--- src/rtl/osd_reg_access.sv ---
// OSD register-access front end: decodes DII read/write request packets, serves the
// base registers and forwards module registers. Optional stall register: OSD_REGACCESS_STALL_EN.
package osd_dii_pkg;
  typedef struct packed {
    logic        valid;
    logic        last;
    logic [15:0] data;
  } dii_flit;
endpackage

module osd_reg_access
  import osd_dii_pkg::*;
#(
  parameter logic [15:0] MODID        = 16'h0,
  parameter logic [15:0] MODVERSION   = 16'h0,
  parameter int unsigned MAX_REG_SIZE = 16
) (
  input  logic                    clk,
  input  logic                    rst,
  input  logic [9:0]              id,
  input  dii_flit                 debug_in,
  output logic                    debug_in_ready,
  output dii_flit                 debug_out,
  input  logic                    debug_out_ready,
  output logic                    reg_request,
  output logic                    reg_write,
  output logic [15:0]             reg_addr,
  output logic [1:0]              reg_size,
  output logic [MAX_REG_SIZE-1:0] reg_wdata,
  input  logic                    reg_ack,
  input  logic                    reg_err,
  input  logic [MAX_REG_SIZE-1:0] reg_rdata,
  output logic                    stall
);

  typedef enum logic [3:0] {
    IDLE, SRC, HDR, ADDR, WDATA, ACCESS, RDEST, RSRC, RHDR, RDATA, DRAIN
  } state_t;

  state_t                  state_q, state_d;
  logic [9:0]              src_q, src_d;
  logic                    write_q, write_d;
  logic [1:0]              size_q, size_d;
  logic [15:0]             addr_q, addr_d;
  logic [MAX_REG_SIZE-1:0] wdata_q, wdata_d;
  logic [MAX_REG_SIZE-1:0] rdata_q, rdata_d;
  logic [3:0]              resp_sub_q, resp_sub_d;
  logic [2:0]              cnt_q, cnt_d;
`ifdef OSD_REGACCESS_STALL_EN
  logic                    stall_q, stall_d;
`endif

  logic                    in_fire, out_fire, req_done;
  logic [2:0]              last_idx;
  logic [15:0]             acc_addr;
  logic [MAX_REG_SIZE-1:0] rd_shift;

  assign reg_request = (state_q == ACCESS);
  assign reg_write   = write_q;
  assign reg_addr    = addr_q;
  assign reg_size    = size_q;
  assign reg_wdata   = wdata_q;
`ifdef OSD_REGACCESS_STALL_EN
  assign stall = stall_q;
`else
  assign stall = 1'b0;
`endif

  always_comb begin
    state_d        = state_q;
    src_d          = src_q;
    write_d        = write_q;
    size_d         = size_q;
    addr_d         = addr_q;
    wdata_d        = wdata_q;
    rdata_d        = rdata_q;
    resp_sub_d     = resp_sub_q;
    cnt_d          = cnt_q;
`ifdef OSD_REGACCESS_STALL_EN
    stall_d        = stall_q;
`endif
    req_done       = 1'b0;
    debug_out      = '0;
    debug_in_ready = 1'b0;
    last_idx       = 3'((4'd1 << size_q) - 4'd1);
    // Read responses are sent MSB chunk first; cnt_q counts chunks already sent.
    rd_shift       = rdata_q >> {3'(last_idx - cnt_q), 4'b0000};
    acc_addr       = (state_q == ADDR) ? debug_in.data : addr_q;

    case (state_q)
      IDLE, SRC, HDR, ADDR, WDATA, DRAIN: debug_in_ready = 1'b1;
      default: ;
    endcase
    in_fire  = debug_in.valid & debug_in_ready;
    out_fire = debug_out_ready;

    case (state_q)
      IDLE: if (in_fire) state_d = debug_in.last ? IDLE : SRC;
      SRC: if (in_fire) begin
        src_d   = debug_in.data[9:0];
        state_d = debug_in.last ? IDLE : HDR;
      end
      HDR: if (in_fire) begin
        write_d = debug_in.data[12];
        size_d  = debug_in.data[11:10];
        if (debug_in.last)
          state_d = IDLE;
        else if (debug_in.data[15:14] != 2'b00 || debug_in.data[13])
          state_d = DRAIN;
        else
          state_d = ADDR;
      end
      ADDR: if (in_fire) begin
        addr_d  = debug_in.data;
        wdata_d = '0;
        cnt_d   = '0;
        if (write_q)        state_d = debug_in.last ? IDLE : WDATA;
        else if (debug_in.last) req_done = 1'b1;
        else                state_d = DRAIN;
      end
      WDATA: if (in_fire) begin
        wdata_d = (wdata_q << 16) | MAX_REG_SIZE'(debug_in.data);
        if (cnt_q == last_idx) begin
          if (debug_in.last) req_done = 1'b1;
          else               state_d  = DRAIN;
        end else if (debug_in.last) begin
          state_d = IDLE;
        end else begin
          cnt_d = 3'(cnt_q + 3'd1);
        end
      end
      ACCESS: begin
        if (reg_err) begin
          resp_sub_d = write_q ? 4'd15 : 4'd12;
          state_d    = RDEST;
        end else if (reg_ack) begin
          resp_sub_d = write_q ? 4'd14 : {2'b10, size_q};
          rdata_d    = reg_rdata;
          state_d    = RDEST;
        end
      end
      RDEST: begin
        debug_out = '{valid: 1'b1, last: 1'b0, data: {6'h0, src_q}};
        if (out_fire) state_d = RSRC;
      end
      RSRC: begin
        debug_out = '{valid: 1'b1, last: 1'b0, data: {6'h0, id}};
        if (out_fire) state_d = RHDR;
      end
      RHDR: begin
        // Subtype bit 2 is clear only for read success, the one case with data flits.
        debug_out = '{valid: 1'b1, last: resp_sub_q[2], data: {2'b00, resp_sub_q, 10'h0}};
        if (out_fire) begin
          cnt_d   = '0;
          state_d = resp_sub_q[2] ? IDLE : RDATA;
        end
      end
      RDATA: begin
        debug_out = '{valid: 1'b1, last: (cnt_q == last_idx), data: rd_shift[15:0]};
        if (out_fire) begin
          if (cnt_q == last_idx) state_d = IDLE;
          else                   cnt_d   = 3'(cnt_q + 3'd1);
        end
      end
      DRAIN: if (in_fire && debug_in.last) state_d = IDLE;
      default: state_d = IDLE;
    endcase

    if (req_done) begin
      state_d    = RDEST;
      resp_sub_d = write_q ? 4'd15 : 4'd12;
      if (acc_addr >= 16'h0200) begin
        if ((32'd16 << size_q) <= MAX_REG_SIZE) state_d = ACCESS;
      end else if (size_q == 2'd0) begin
        case (acc_addr)
          16'h0000: if (!write_q) begin
            resp_sub_d = 4'd8;
            rdata_d    = MAX_REG_SIZE'(MODID);
          end
          16'h0001: if (!write_q) begin
            resp_sub_d = 4'd8;
            rdata_d    = MAX_REG_SIZE'(MODVERSION);
          end
`ifdef OSD_REGACCESS_STALL_EN
          16'h0002: if (write_q) begin
            resp_sub_d = 4'd14;
            stall_d    = debug_in.data[0];
          end else begin
            resp_sub_d = 4'd8;
            rdata_d    = MAX_REG_SIZE'({15'h0, stall_q});
          end
`endif
          default: ;
        endcase
      end
    end
  end

  always_ff @(posedge clk or negedge rst) begin
    if (!rst) begin
      state_q    <= IDLE;
      src_q      <= '0;
      write_q    <= 1'b0;
      size_q     <= '0;
      addr_q     <= '0;
      wdata_q    <= '0;
      rdata_q    <= '0;
      resp_sub_q <= '0;
      cnt_q      <= '0;
`ifdef OSD_REGACCESS_STALL_EN
      stall_q    <= 1'b0;
`endif
    end else begin
      state_q    <= state_d;
      src_q      <= src_d;
      write_q    <= write_d;
      size_q     <= size_d;
      addr_q     <= addr_d;
      wdata_q    <= wdata_d;
      rdata_q    <= rdata_d;
      resp_sub_q <= resp_sub_d;
      cnt_q      <= cnt_d;
`ifdef OSD_REGACCESS_STALL_EN
      stall_q    <= stall_d;
`endif
    end
  end

endmodule

--- config.mk ---
export PLATFORM = sky130hd
export DESIGN_NAME = osd_reg_access
export DESIGN_NICKNAME = d
export VERILOG_FILES = /design/src/rtl/osd_reg_access.sv
export SDC_FILE = /design/constraint.sdc
export NUM_CORES = 1
export LEC_CHECK = 0
export BUFFER_PORTS_ARGS = -buffer_cell sky130_fd_sc_hd__buf_4
export CAP_MARGIN = 20
export CORE_MARGIN = 1.5
export CORE_UTILIZATION = 52
export CTS_CLUSTER_SIZE = 30
export DETAILED_ROUTE_END_ITERATION = 8
export GPL_TIMING_DRIVEN = 1
export PLACE_DENSITY = 0.83
export REMOVE_ABC_BUFFERS = 1
export SLEW_MARGIN = 20
export SYNTH_ARGS = -nofsm -noshare
export SYNTH_HDL_FRONTEND = slang
export SYNTH_SLANG_ARGS = --single-unit
--- constraint.sdc ---
create_clock -name clk -period 3.4 [get_ports clk]
set_input_delay 0.51 -clock clk [delete_from_list [all_inputs] [get_ports clk]]
set_output_delay 0.51 -clock clk [all_outputs]
set_load 0.02 [all_outputs]
* After elaboration in Yosys (flattened, before gate mapping) *
Index checks and enable logic that the tools add are counted.

word-level totals
  output and inout port bits = 56
  logic and storage cells = 134
  bits of input ports = 49
  bits in registers = 72

cells by class
  shift-type cells = 3
  bitwise gates (word level) = 1
  muxes and demuxes = 65
  $lt $le $gt $ge = 2
  reductions and logical operators = 19
  add/sub/neg operators = 3
  eq/ne operators = 32

operators by type and width
  cell                  count
  $mux 16               11
  $mux 4                25
  $pmux 18 s4           1
  $pmux 4 s11           1
  $mux 3                13
  $ne 3x3->1 const B    11
  $le 32x5->1 const B   1
  $pmux 16 s2           1
  $shl 5x2->32 const A  1
  $eq 16x1->1 const B   1
  $eq 4x3->1 const B    4
  $ge 16x10->1 const B  1
  $logic_not 16->1      1
  $shr 16x7->16         1
  $ne 2x2->1 const B    7
  $reduce_and 13->1     1
  $eq 4x4->1 const B    3
  $pmux 3 s4            1
  $eq 4x2->1 const B    2
  $mux 2                4
  $reduce_and 2->1      4
  $reduce_and 8->1      1
  $mux 1                7
  $reduce_bool 2->1     3
  other kinds (19)      19

* Logic depth before layout (Yosys ltp) *
  depth in word-level cells = 8
  gate-level depth with buffers = 9
  depth with buffers taken out = 7

* Worst setup path after synthesis *
Ideal clock, no wire load.

  kind = register -> output
  start point = register size_q[1], in the netlist reg_size[1]
  end point = output port debug_out[0] in the netlist's numbering
  required time = 2.890 ns
  stages on the path, launching flop included = 9
  setup slack = 0.354 ns
  data arrival time = 2.536 ns
  buffers on the path = 1
  cells stage by stage = dfrtp_1 > nor2_1 > ha_1 > inv_1 > fa_1 > nand2b_1 > or4_1 > clkbuf_1 > o21ai_0

RTL lines
  element                   RTL line  text
  start: declaration        43        logic [1:0] size_q, size_d;
  start signal: assignment  217       size_q <= size_d;
  end: declaration          23        output dii_flit debug_out,

==> metrics.md <==
| Metric | Value |
|---|---|
| Status | `complete, no violations` |
| Commonest non-fill, non-tap cell in the layout | `buf_4` |
| Worst-skew pair later-pin latency | `0.36 ns` |
| Die ar. | `7780 µm²` |
| Crit Path Class | `reg -> out` |
| Pre-antenna DRT Iters | `5` |
| Max Slew Vio Count | `0` |
| Max Cap Viol | `0` |
| Seq/Total Area, Yosys | `47.7%` |
| Max-slew headroom | `41.0%` |
| Layout Skew | `0.00666 ns` |
| Clock buffer count from CTS | `9` |
| Syn avg cell area | `10.9 µm²` |
| Largest net degree at the start of global routing | `73` |
| Die X | `88.2 µm` |
| DR vias | `3,183` |
| Synth top area share | `47.7%` |
| Synth top area cells | `dfrtp_1 (48%), mux2_2 (8.9%), a22o_1 (5.1%)` |
| Worst-path clk slew | `0.08 ns` |
| Wire per inst | `17.7 µm` |
| Finished Layout Cells | `546` |
| Root Driver | `clkbuf_8` |
| Ant. Diodes | `0` |
| Initial Util | `54.7%` |
| Final Setup Violations | `0` |
| Multi-input gate area | `1770 µm²` |
| Global Route met1 Usage | `34.8%` |
| Gpl congestion | `0.867` |
| GR peak layer | `met2` |
| Worst Path Required | `2.89 ns` |
| FF+latch area | `1800 µm²` |
| Hold WS | `0.263 ns` |
| EDFF count, synth | `0` |
| Vias per inst | `5.83` |
| Power Dens Cells | `855 nW/µm²` |
| CTS sink cnt | `72` |
| CP Launch Type | `register` |
| Mapped Area | `3780 µm²` |
| Yosys warns | `0` |
| Die Height | `88.2 µm` |
| Total wire length | `9.68 mm` |
| Placed instance count | `530` |
| Nets | `498` |
| Initial antenna violation count | `0` |
| LEAKAGE | `2.38 nW` |
| Share of layout cells above drive strength 1 | `37.8%` |
| Yosys cell types | `60` |
| First-pass GRT wire length | `15.8 mm` |
| Cells after Synth | `348` |
| TritonCTS clock tree | `yes` |
| Largest area contributor in the netlist | `dfrtp_1` |
| Flop2flop setup slack | `0.69 ns` |
| Core ar. | `6910 µm²` |
| Area Growth Syn to Fin | `28.3%` |
| I/O Pins | `105` |
| Slew at the pin closest to its max-slew limit | `0.884 ns` |
| H-Tree Depth | `3` |
| PortBufs | `103` |
| Drc violations | `0` |
| Power, Total | `4.14 mW` |
| First DRT Iteration DRCs | `174` |
| Dpl ws | `0.274 ns` |
| Most frequent cells in the layout | `buf_4 (111), dfrtp_1 (71), mux2_2 (30), nor2_1 (24), a22o_1 (22)` |
| Fmax | `304 MHz` |
| Worst setup margin | `0.107 ns` |
| CTS max path bufs | `2` |
| GRT Util Overall | `26.6%` |
| Critical path capture point type | `primary output` |
| Post-DP HPWL | `6.99 mm` |
| Min Tclk post-route | `3.29 ns` |
| Rows | `30` |
| Final hold vios | `0` |
| Crit path DAT | `2.78 ns` |
| GR Layer Usage met3 | `6.90%` |
| FF+latch count, synth | `72` |
| Peak VDD IR | `0.572 mV` |
| Total grt overflow | `0` |
| Filler Cells Inserted | `539` |
| Routed Antenna Nets | `0` |
| Crit-path max FO | `10` |
| Final period utilization | `96.9%` |
| Vias in the first global route | `3,254` |
| Post-synth ARST share | `100%` |
| Met2 GRT Util | `43.3%` |
| Commonest register cell after synthesis | `dfrtp_1` |
| Worst hold path type | `in -> async` |
## metrics by stage
step                setup TNS, ns  instance area, µm²  utilization (%)
global route            -0.000886                4840             70.1
global placement                0                4590             66.5
floorplan                       0                3640                -
detailed placement              0                4590             66.5
CTS                             0                4840             70.1
finish                          0                4840             70.1
## cell usage after synthesis, drive strengths merged, types with 7 or more instances
cell type	n
o21ai	16
buf	15
a22oi	10
nand2	10
inv	19
clkbuf	10
a21oi	13
mux2	30
nand2b	7
dfrtp	72
a22o	22
mux2i	18
nor2	25
## final timing paths
kind,start,endpoint,cells after the start
max,reg_size[1],debug_out[2],8
max in group asynchronous,rst,reg_size[1],1
min,rst,reg_wdata[15],1
max reg2reg,state_q[0],resp_sub_q[2],6
min in group clk,reg_rdata[15],rdata_q[15],3
min reg2reg,resp_sub_q[3],resp_sub_q[3],1
## logic make-up after synthesis
group                    after synthesis  share of synthesized area, %
flip-flops                            72                          47.7
AO/OA/AOI/OAI                         84                          16.0
XOR/XNOR                               1                         0.232
buffers and inverters                 44                          5.50
other                                  1                        0.0993
multiplexers                          48                          13.7
AND/OR/NAND/NOR                       94                          15.2
adder cells (fa/ha/maj)                4                          1.52
## report_power, final
group          switching (mW)  total, mW  leakage [nW]  internal (mW)
combinational           0.923       1.77          1.33          0.849
clock                   0.340      0.828         0.119          0.488
sequential              0.338       1.54         0.928           1.20
## layer usage
layer	wire, µm	up-vias
li1	-	1464
met3	749	17
met1	4130	1572
met2	4650	130
met5	0	-
met4	151	0
## state kept, by name, indices dropped and copies added, names as in the netlist
| name | cells |
|---|---|
| rdata_q | 16 |
| reg_addr | 16 |
| reg_wdata | 16 |
| src_q | 10 |
| resp_sub_q | 4 |
| state_q | 4 |
| cnt_q | 3 |
| reg_size | 2 |
| reg_write | 1 |
## area by class of cell
class	count	share of cell area, %
multi-input cells	232	36.6
repair buffers	111	17.2
clock buffers	9	2.56
flip-flops and latches	72	37.2
well taps	96	2.48
clock inverters	7	2.48
inverters	19	1.47
## critical path: stages, from the launching register on
cell and delay (ns):
dfrtp_2 0.48, nor2_2 0.19, ha_1 0.18, inv_1 0.05
fa_1 0.38, xnor2_1 0.17, or4_4 0.61, o21ai_0 0.19
buf_4 0.17
## timing repair
action,in CTS,in global routing
resized for setup,1,7
endpoints found under the setup margin,10,15
pin swaps,0,0
setup buffers,0,0
hold buffers,0,0
No activity file was read; power rests on OpenSTA's default activity.
